<file path="config.mk">
export PLATFORM = sky130hd
export DESIGN_NAME = fml_arbiter_flat
export DESIGN_NICKNAME = d
export VERILOG_FILES = /design/src/rtl/fml_arbiter_if.sv /design/src/rtl/fml_arbiter.sv /design/src/flat_wrapper.sv
export SDC_FILE = /design/constraint.sdc
export NUM_CORES = 1
export LEC_CHECK = 0
export ABC_AREA = 1
export CAP_MARGIN = 20
export CORE_AREA = 2 2 152 154
export CTS_BUF_LIST = sky130_fd_sc_hd__clkbuf_4 sky130_fd_sc_hd__clkbuf_8
export DETAILED_ROUTE_END_ITERATION = 7
export DIE_AREA = 0 0 154 156
export PLACE_DENSITY = 0.47
export SETUP_SLACK_MARGIN = 0.3
export SYNTH_ARGS = -nofsm -noshare
export SYNTH_HDL_FRONTEND = slang
export SYNTH_SLANG_ARGS = --single-unit
</file>
<file path="constraint.sdc">
create_clock -name sys_clk -period 7.3 [get_ports sys_clk]
set_clock_uncertainty 0.1 [all_clocks]
set_input_delay 2.19 -clock sys_clk [delete_from_list [all_inputs] [get_ports sys_clk]]
set_output_delay 2.19 -clock sys_clk [all_outputs]
set_load 0.1 [all_outputs]
</file>
<file path="src/rtl/fml_arbiter_if.sv">
// FML arbiter bus bundle: master-side request/ack/data and controller-side port.
// Ports: m_* (per-master slices, master i at slice i), fml_* (controller), grant.
// slave modport is the arbiter's view; master modport is the environment's view.
interface fml_arbiter_if #(
  parameter int nmasters    = 4,
  parameter int sdram_depth = 26
);
  logic [nmasters*sdram_depth-1:0] m_adr;
  logic [nmasters-1:0]             m_stb;
  logic [nmasters-1:0]             m_we;
  logic [nmasters-1:0]             m_ack;
  logic [nmasters*4-1:0]           m_sel;
  logic [nmasters*32-1:0]          m_di;
  logic [31:0]                     m_do;
  logic [sdram_depth-1:0]          fml_adr;
  logic                            fml_stb;
  logic                            fml_we;
  logic                            fml_ack;
  logic [3:0]                      fml_sel;
  logic [31:0]                     fml_di;
  logic [31:0]                     fml_do;
  logic [nmasters-1:0]             grant;

  modport slave (
    input  m_adr, m_stb, m_we, m_sel, m_di, fml_ack, fml_do,
    output m_ack, m_do, fml_adr, fml_stb, fml_we, fml_sel, fml_di, grant
  );

  modport master (
    output m_adr, m_stb, m_we, m_sel, m_di, fml_ack, fml_do,
    input  m_ack, m_do, fml_adr, fml_stb, fml_we, fml_sel, fml_di, grant
  );
endinterface

</file>
<file path="src/rtl/fml_arbiter.sv">
// Round-robin arbiter merging nmasters FML masters onto one SDRAM controller port.
// Latency: one IDLE arbitration cycle before the granted strobe reaches fml_stb; ack is combinational.
// Backpressure: masters hold m_stb until m_ack; losers wait, grant only moves in IDLE.
// Ports: sys_clk, sys_rst_n (async active-low), bus (fml_arbiter_if.slave).
module fml_arbiter #(
  parameter int nmasters    = 4,
  parameter int sdram_depth = 26,
  parameter int fml_bl      = 4
) (
  input  logic          sys_clk,
  input  logic          sys_rst_n,
  fml_arbiter_if.slave  bus
);

  localparam int IW = (nmasters > 1) ? $clog2(nmasters) : 1;
  localparam int CW = (fml_bl > 1) ? $clog2(fml_bl) : 1;

  typedef enum logic [1:0] {IDLE, REQ, WDATA} state_t;

  state_t              state_q, state_d;
  logic [nmasters-1:0] grant_q, grant_d;
  logic [IW-1:0]       last_q, last_d;   // index of the current/most recent owner
  logic [CW-1:0]       cnt_q, cnt_d;     // write beats remaining after this one

  logic                pick_vld;
  logic [IW-1:0]       pick_idx;
  int                  cand;

  logic                   fml_stb;
  logic                   fml_we;
  logic [sdram_depth-1:0] fml_adr;
  logic [3:0]             fml_sel;
  logic [31:0]            fml_di;
  logic [nmasters-1:0]    m_ack;

  // Scan upward from the slot after the last owner, so the previous winner
  // ends up at lowest priority and nobody starves.
  always_comb begin
    pick_vld = 1'b0;
    pick_idx = '0;
    cand     = 0;
    for (int k = 1; k <= nmasters; k++) begin
      cand = (int'(last_q) + k) % nmasters;
      if (!pick_vld && bus.m_stb[IW'(cand)]) begin
        pick_vld = 1'b1;
        pick_idx = IW'(cand);
      end
    end
  end

  always_comb begin
    state_d = state_q;
    grant_d = grant_q;
    last_d  = last_q;
    cnt_d   = cnt_q;
    fml_stb = 1'b0;
    fml_we  = 1'b0;
    fml_adr = '0;
    fml_sel = '0;
    fml_di  = '0;
    m_ack   = '0;

    case (state_q)
      IDLE: begin
        if (pick_vld) begin
          grant_d           = '0;
          grant_d[pick_idx] = 1'b1;
          last_d            = pick_idx;
          state_d           = REQ;
        end
      end
      REQ: begin
        fml_stb = bus.m_stb[last_q];
        fml_we  = bus.m_we[last_q];
        fml_adr = bus.m_adr[last_q*sdram_depth +: sdram_depth];
        if (!bus.m_stb[last_q]) begin
          // Strobe withdrawn before ack: drop the grant silently.
          grant_d = '0;
          state_d = IDLE;
        end else if (bus.fml_ack) begin
          m_ack[last_q] = 1'b1;
          if (bus.m_we[last_q]) begin
            cnt_d   = CW'(fml_bl - 1);
            state_d = WDATA;
          end else begin
            grant_d = '0;
            state_d = IDLE;
          end
        end
      end
      WDATA: begin
        // Write data/byte enables stay locked to the owner for the whole burst.
        fml_sel = bus.m_sel[last_q*4 +: 4];
        fml_di  = bus.m_di[last_q*32 +: 32];
        if (cnt_q == '0) begin
          grant_d = '0;
          state_d = IDLE;
        end else begin
          cnt_d = cnt_q - CW'(1);
        end
      end
      default: state_d = IDLE;
    endcase
  end

  always_ff @(posedge sys_clk or negedge sys_rst_n) begin
    if (!sys_rst_n) begin
      state_q <= IDLE;
      grant_q <= '0;
      last_q  <= IW'(nmasters - 1);
      cnt_q   <= '0;
    end else begin
      state_q <= state_d;
      grant_q <= grant_d;
      last_q  <= last_d;
      cnt_q   <= cnt_d;
    end
  end

  assign bus.fml_stb = fml_stb;
  assign bus.fml_we  = fml_we;
  assign bus.fml_adr = fml_adr;
  assign bus.fml_sel = fml_sel;
  assign bus.fml_di  = fml_di;
  assign bus.m_ack   = m_ack;
  assign bus.grant   = grant_q;
  assign bus.m_do    = bus.fml_do;

endmodule

</file>
<file path="src/flat_wrapper.sv">
// flat-port wrapper written by rule: the top's interface ports become plain ports
module fml_arbiter_flat 
#(
  parameter int nmasters    = 4,
  parameter int sdram_depth = 26,
  parameter int fml_bl      = 4
)
  (sys_clk, sys_rst_n, bus_m_adr, bus_m_stb, bus_m_we, bus_m_sel, bus_m_di, bus_fml_ack, bus_fml_do, bus_m_ack, bus_m_do, bus_fml_adr, bus_fml_stb, bus_fml_we, bus_fml_sel, bus_fml_di, bus_grant);
  fml_arbiter_if #(.nmasters(nmasters), .sdram_depth(sdram_depth)) bus_i ();
  input  logic sys_clk;
  input  logic sys_rst_n;
  input wire logic [$bits(bus_i.m_adr)-1:0] bus_m_adr;
  input wire logic [$bits(bus_i.m_stb)-1:0] bus_m_stb;
  input wire logic [$bits(bus_i.m_we)-1:0] bus_m_we;
  input wire logic [$bits(bus_i.m_sel)-1:0] bus_m_sel;
  input wire logic [$bits(bus_i.m_di)-1:0] bus_m_di;
  input wire logic [$bits(bus_i.fml_ack)-1:0] bus_fml_ack;
  input wire logic [$bits(bus_i.fml_do)-1:0] bus_fml_do;
  output wire logic [$bits(bus_i.m_ack)-1:0] bus_m_ack;
  output wire logic [$bits(bus_i.m_do)-1:0] bus_m_do;
  output wire logic [$bits(bus_i.fml_adr)-1:0] bus_fml_adr;
  output wire logic [$bits(bus_i.fml_stb)-1:0] bus_fml_stb;
  output wire logic [$bits(bus_i.fml_we)-1:0] bus_fml_we;
  output wire logic [$bits(bus_i.fml_sel)-1:0] bus_fml_sel;
  output wire logic [$bits(bus_i.fml_di)-1:0] bus_fml_di;
  output wire logic [$bits(bus_i.grant)-1:0] bus_grant;
  assign bus_i.m_adr = bus_m_adr;
  assign bus_i.m_stb = bus_m_stb;
  assign bus_i.m_we = bus_m_we;
  assign bus_i.m_sel = bus_m_sel;
  assign bus_i.m_di = bus_m_di;
  assign bus_i.fml_ack = bus_fml_ack;
  assign bus_i.fml_do = bus_fml_do;
  assign bus_m_ack = bus_i.m_ack;
  assign bus_m_do = bus_i.m_do;
  assign bus_fml_adr = bus_i.fml_adr;
  assign bus_fml_stb = bus_i.fml_stb;
  assign bus_fml_we = bus_i.fml_we;
  assign bus_fml_sel = bus_i.fml_sel;
  assign bus_fml_di = bus_i.fml_di;
  assign bus_grant = bus_i.grant;
  fml_arbiter #(.nmasters(nmasters), .sdram_depth(sdram_depth), .fml_bl(fml_bl)) u_core (.sys_clk(sys_clk), .sys_rst_n(sys_rst_n), .bus(bus_i));
endmodule
</file>
==> summary.txt <==
Status
  – Run status: completed

Place
  – GP Congestion: 0.807
  – HPWL after DPL: 14800 µm
  – # port buffers: between 300 and 400
  – Pre-CTS WS: a little over 1 ns
  – Placed cells: 1200
  – DP Area: ~6500 µm²

CTS
  – TritonCTS clock tree: yes
  – Clock root cell: clkbuf_8
  – Post-CTS Setup Inserts: 0
  – H-Tree Depth: 1
  – Hold-fix buffers, CTS: 0
  – Sink Count: 10
  – Longest Clk Path Bufs: 2
  – CTS resizes: 0
  – Clk slew on worst S/H paths: about 0.05 ns
  – CTS buffer count: 3
  – Worst-Skew Late Latency: around 0.24 ns

Synth
  – Area of the mapped netlist: between 3000 and 4000 µm²
  – Number of standard cells after synthesis: about 660
  – Syn nets: approximately 960
  – Synth Warn #: 0
  – Avg Cell Area, Syn: 5.19 µm²
  – Sequential area share after synthesis: 7.35%
  – Seq cells post-synth: 10
  – Unique cell type count in the Yosys netlist: 29

Layout
  – Layout cells sized above 1: between 10 and 15%
  – Layout area overhead: 90.8%
  – Multi-input logic area: between 2000 and 3000 µm²
  – Fin cells: around 1200
  – Ant diodes: 0
  – Fin area: 6560 µm²
  – Fin nets: approximately 1200
  – Highest-count cells in the layout ignoring fill and taps: clkdlybuf4s50_1 (262), nor2_1 (252), o21ai_0 (125)
  – Flip-flop and latch area: roughly 260 µm²
  – Filler Cell Count: roughly 2500
  – Most common cell after layout, fill and taps aside: clkdlybuf4s50_1

Pwr
  – Pwr/cell area: 431 nW/µm²
  – Total power: 2.83 mW
  – Peak supply drop: between 0.0002 and 0.0003 V
  – Leakage Power: roughly 2.7 nW

Global route
  – Global-route wire length before repair: ~29000 µm
  – Number of global-route vias before repair: a little under 5000
  – Largest net degree at the start of global routing: around 140
  – Total GRT Usage: roughly 15%
  – Gr ovfl total: 0
  – Initial antenna violation count: 0

Die
  – Cell Rows: between 50 and 60
  – Die width: approximately 150 µm
  – Die ar.: approximately 24000 µm²
  – Die H: 156 µm
  – Core ar.: approximately 22000 µm²
  – I/O pins: approximately 400
  – Starting Density: about 15%

Worst hold path
  – Hold Startpoint: u_core.cnt_q[0]
  – WHS Path Cells: 2
  – Hold Path Class: flop to flop
  – Worst Hold Endpoint: u_core.cnt_q[0]

Setup path
  – Worst path required time: ~5 ns
  – CP max FO: 4
  – R2R Setup Slk: between 3 and 4 ns
  – CP endpoint kind: primary output
  – Reg2reg start: u_core.last_q[0]
  – CP arrival: between 3 and 4 ns
  – CP Class: primary input to primary output
  – Startpoint types: primary input
  – Reg-to-Reg End: u_core.bus.grant[2]
  – R2R cell count: 11

Timing
  – Rel. slew slack: 33.6%
  – Least-Margin Pin Slew: ~0.99 ns
  – Setup TNS: 0 ns
  – Final WS setup: ~1.0 ns
  – Final Hold Fails: 0
  – RSZ-0062 raised after global routing: no
  – Slew Limit Fails: 0
  – Setup-failing EPs final: 0
  – FMAX: 160 MHz
  – Fin crit share: around 86%
  – Min cycle time layout: roughly 6.3 ns

Drt
  – Vias/cell: roughly 4.2
  – Iteration-0 DRC Markers: a little over 300
  – Vias: ~5100
  – Routed WL: between 15000 and 20000 µm
  – WL per Instance: roughly 16 µm
  – Remaining DRCs: 0
  – Initial DRT Pass Iterations: 4
  – DRT antenna net count: 0

Run
  – Max Cap Violations: 0
synthesized netlist by cell type, drive strengths merged:
cell / n / area, µm²
a21oi: 66 / 345
dfstp: 2 / 52.6
nand2: 54 / 273
ha: 10 / 125
nand3: 17 / 125
dfrtp: 8 / 200
nor2: 261 / 1020
o21ai: 130 / 654
nand4: 4 / 55.1
buf: 62 / 399
inv: 29 / 119
clkbuf: 19 / 71.3
worst max path at each step:
stage                     depth (start not counted)  slack, ns      endpoint    startpoint
after floorplan                                   8       0.46  bus_m_ack[0]  bus_m_stb[1]
after global placement                           10       1.07  bus_m_ack[2]  bus_m_stb[3]
after detailed placement                         10       1.04  bus_m_ack[1]  bus_m_stb[3]
after CTS                                        10       1.03  bus_m_ack[1]  bus_m_stb[3]
after global routing                             10       0.90  bus_m_ack[3]  bus_m_stb[3]
final                                            10       1.05  bus_m_ack[0]  bus_m_stb[3]
stage by stage:
stage                     util, %  hold WS, ns
after floorplan                 -        0.341
after CTS                    29.3        0.381
after global routing         29.3        0.419
after global placement       29.1        0.361
final                        29.3        0.377
after detailed placement     29.1        0.370
sequential cells by signal (all words and copies together) (netlist names):
| register | flops |
|---|---|
| u_core.state_q | 2 |
| u_core.bus.grant | 4 |
| u_core.cnt_q | 2 |
| u_core.last_q | 2 |
cells by family after synthesis:
kind of cell	Yosys count	synth area share, %
AND/OR/NAND/NOR	336	42.8
adder cells (fa/ha/maj)	10	3.64
AO/OA/AOI/OAI	196	29.1
buffers and inverters	110	17.1
flip-flops	10	7.35
routing by layer:
layer | vias to the layer above | global-route usage, % | wire (µm)
li1 | 2619 | - | -
met1 | 2212 | 18.3 | 8320
met2 | 203 | 27.1 | 9560
met3 | 16 | 3.83 | 1500
met4 | 0 | 2.05 | 237
met5 | - | 0 | 0
where the power goes:
group	internal [mW]	total [mW]	switching, mW
sequential	0.0881	0.191	0.103
clock	0.0476	0.0718	0.0242
combinational	0.662	2.56	1.90
worst max-delay path: stages:
cell	delay (ns)
clkdlybuf4s50_1	0.57
nand2_1	0.11
nand2_2	0.13
nand2_2	0.06
nand2_4	0.13
inv_4	0.07
nor2_2	0.11
nand2_1	0.16
nor2_2	0.12
buf_4	0.29
layout make-up:
class	count	share of cell area (%)
multi-input cells	542	39.8
clock buffers	4	0.839
well taps	285	5.44
flip-flops and latches	10	3.91
repair buffers	334	48.2
inverters	29	1.81
(Power assumes the default switching activity.)
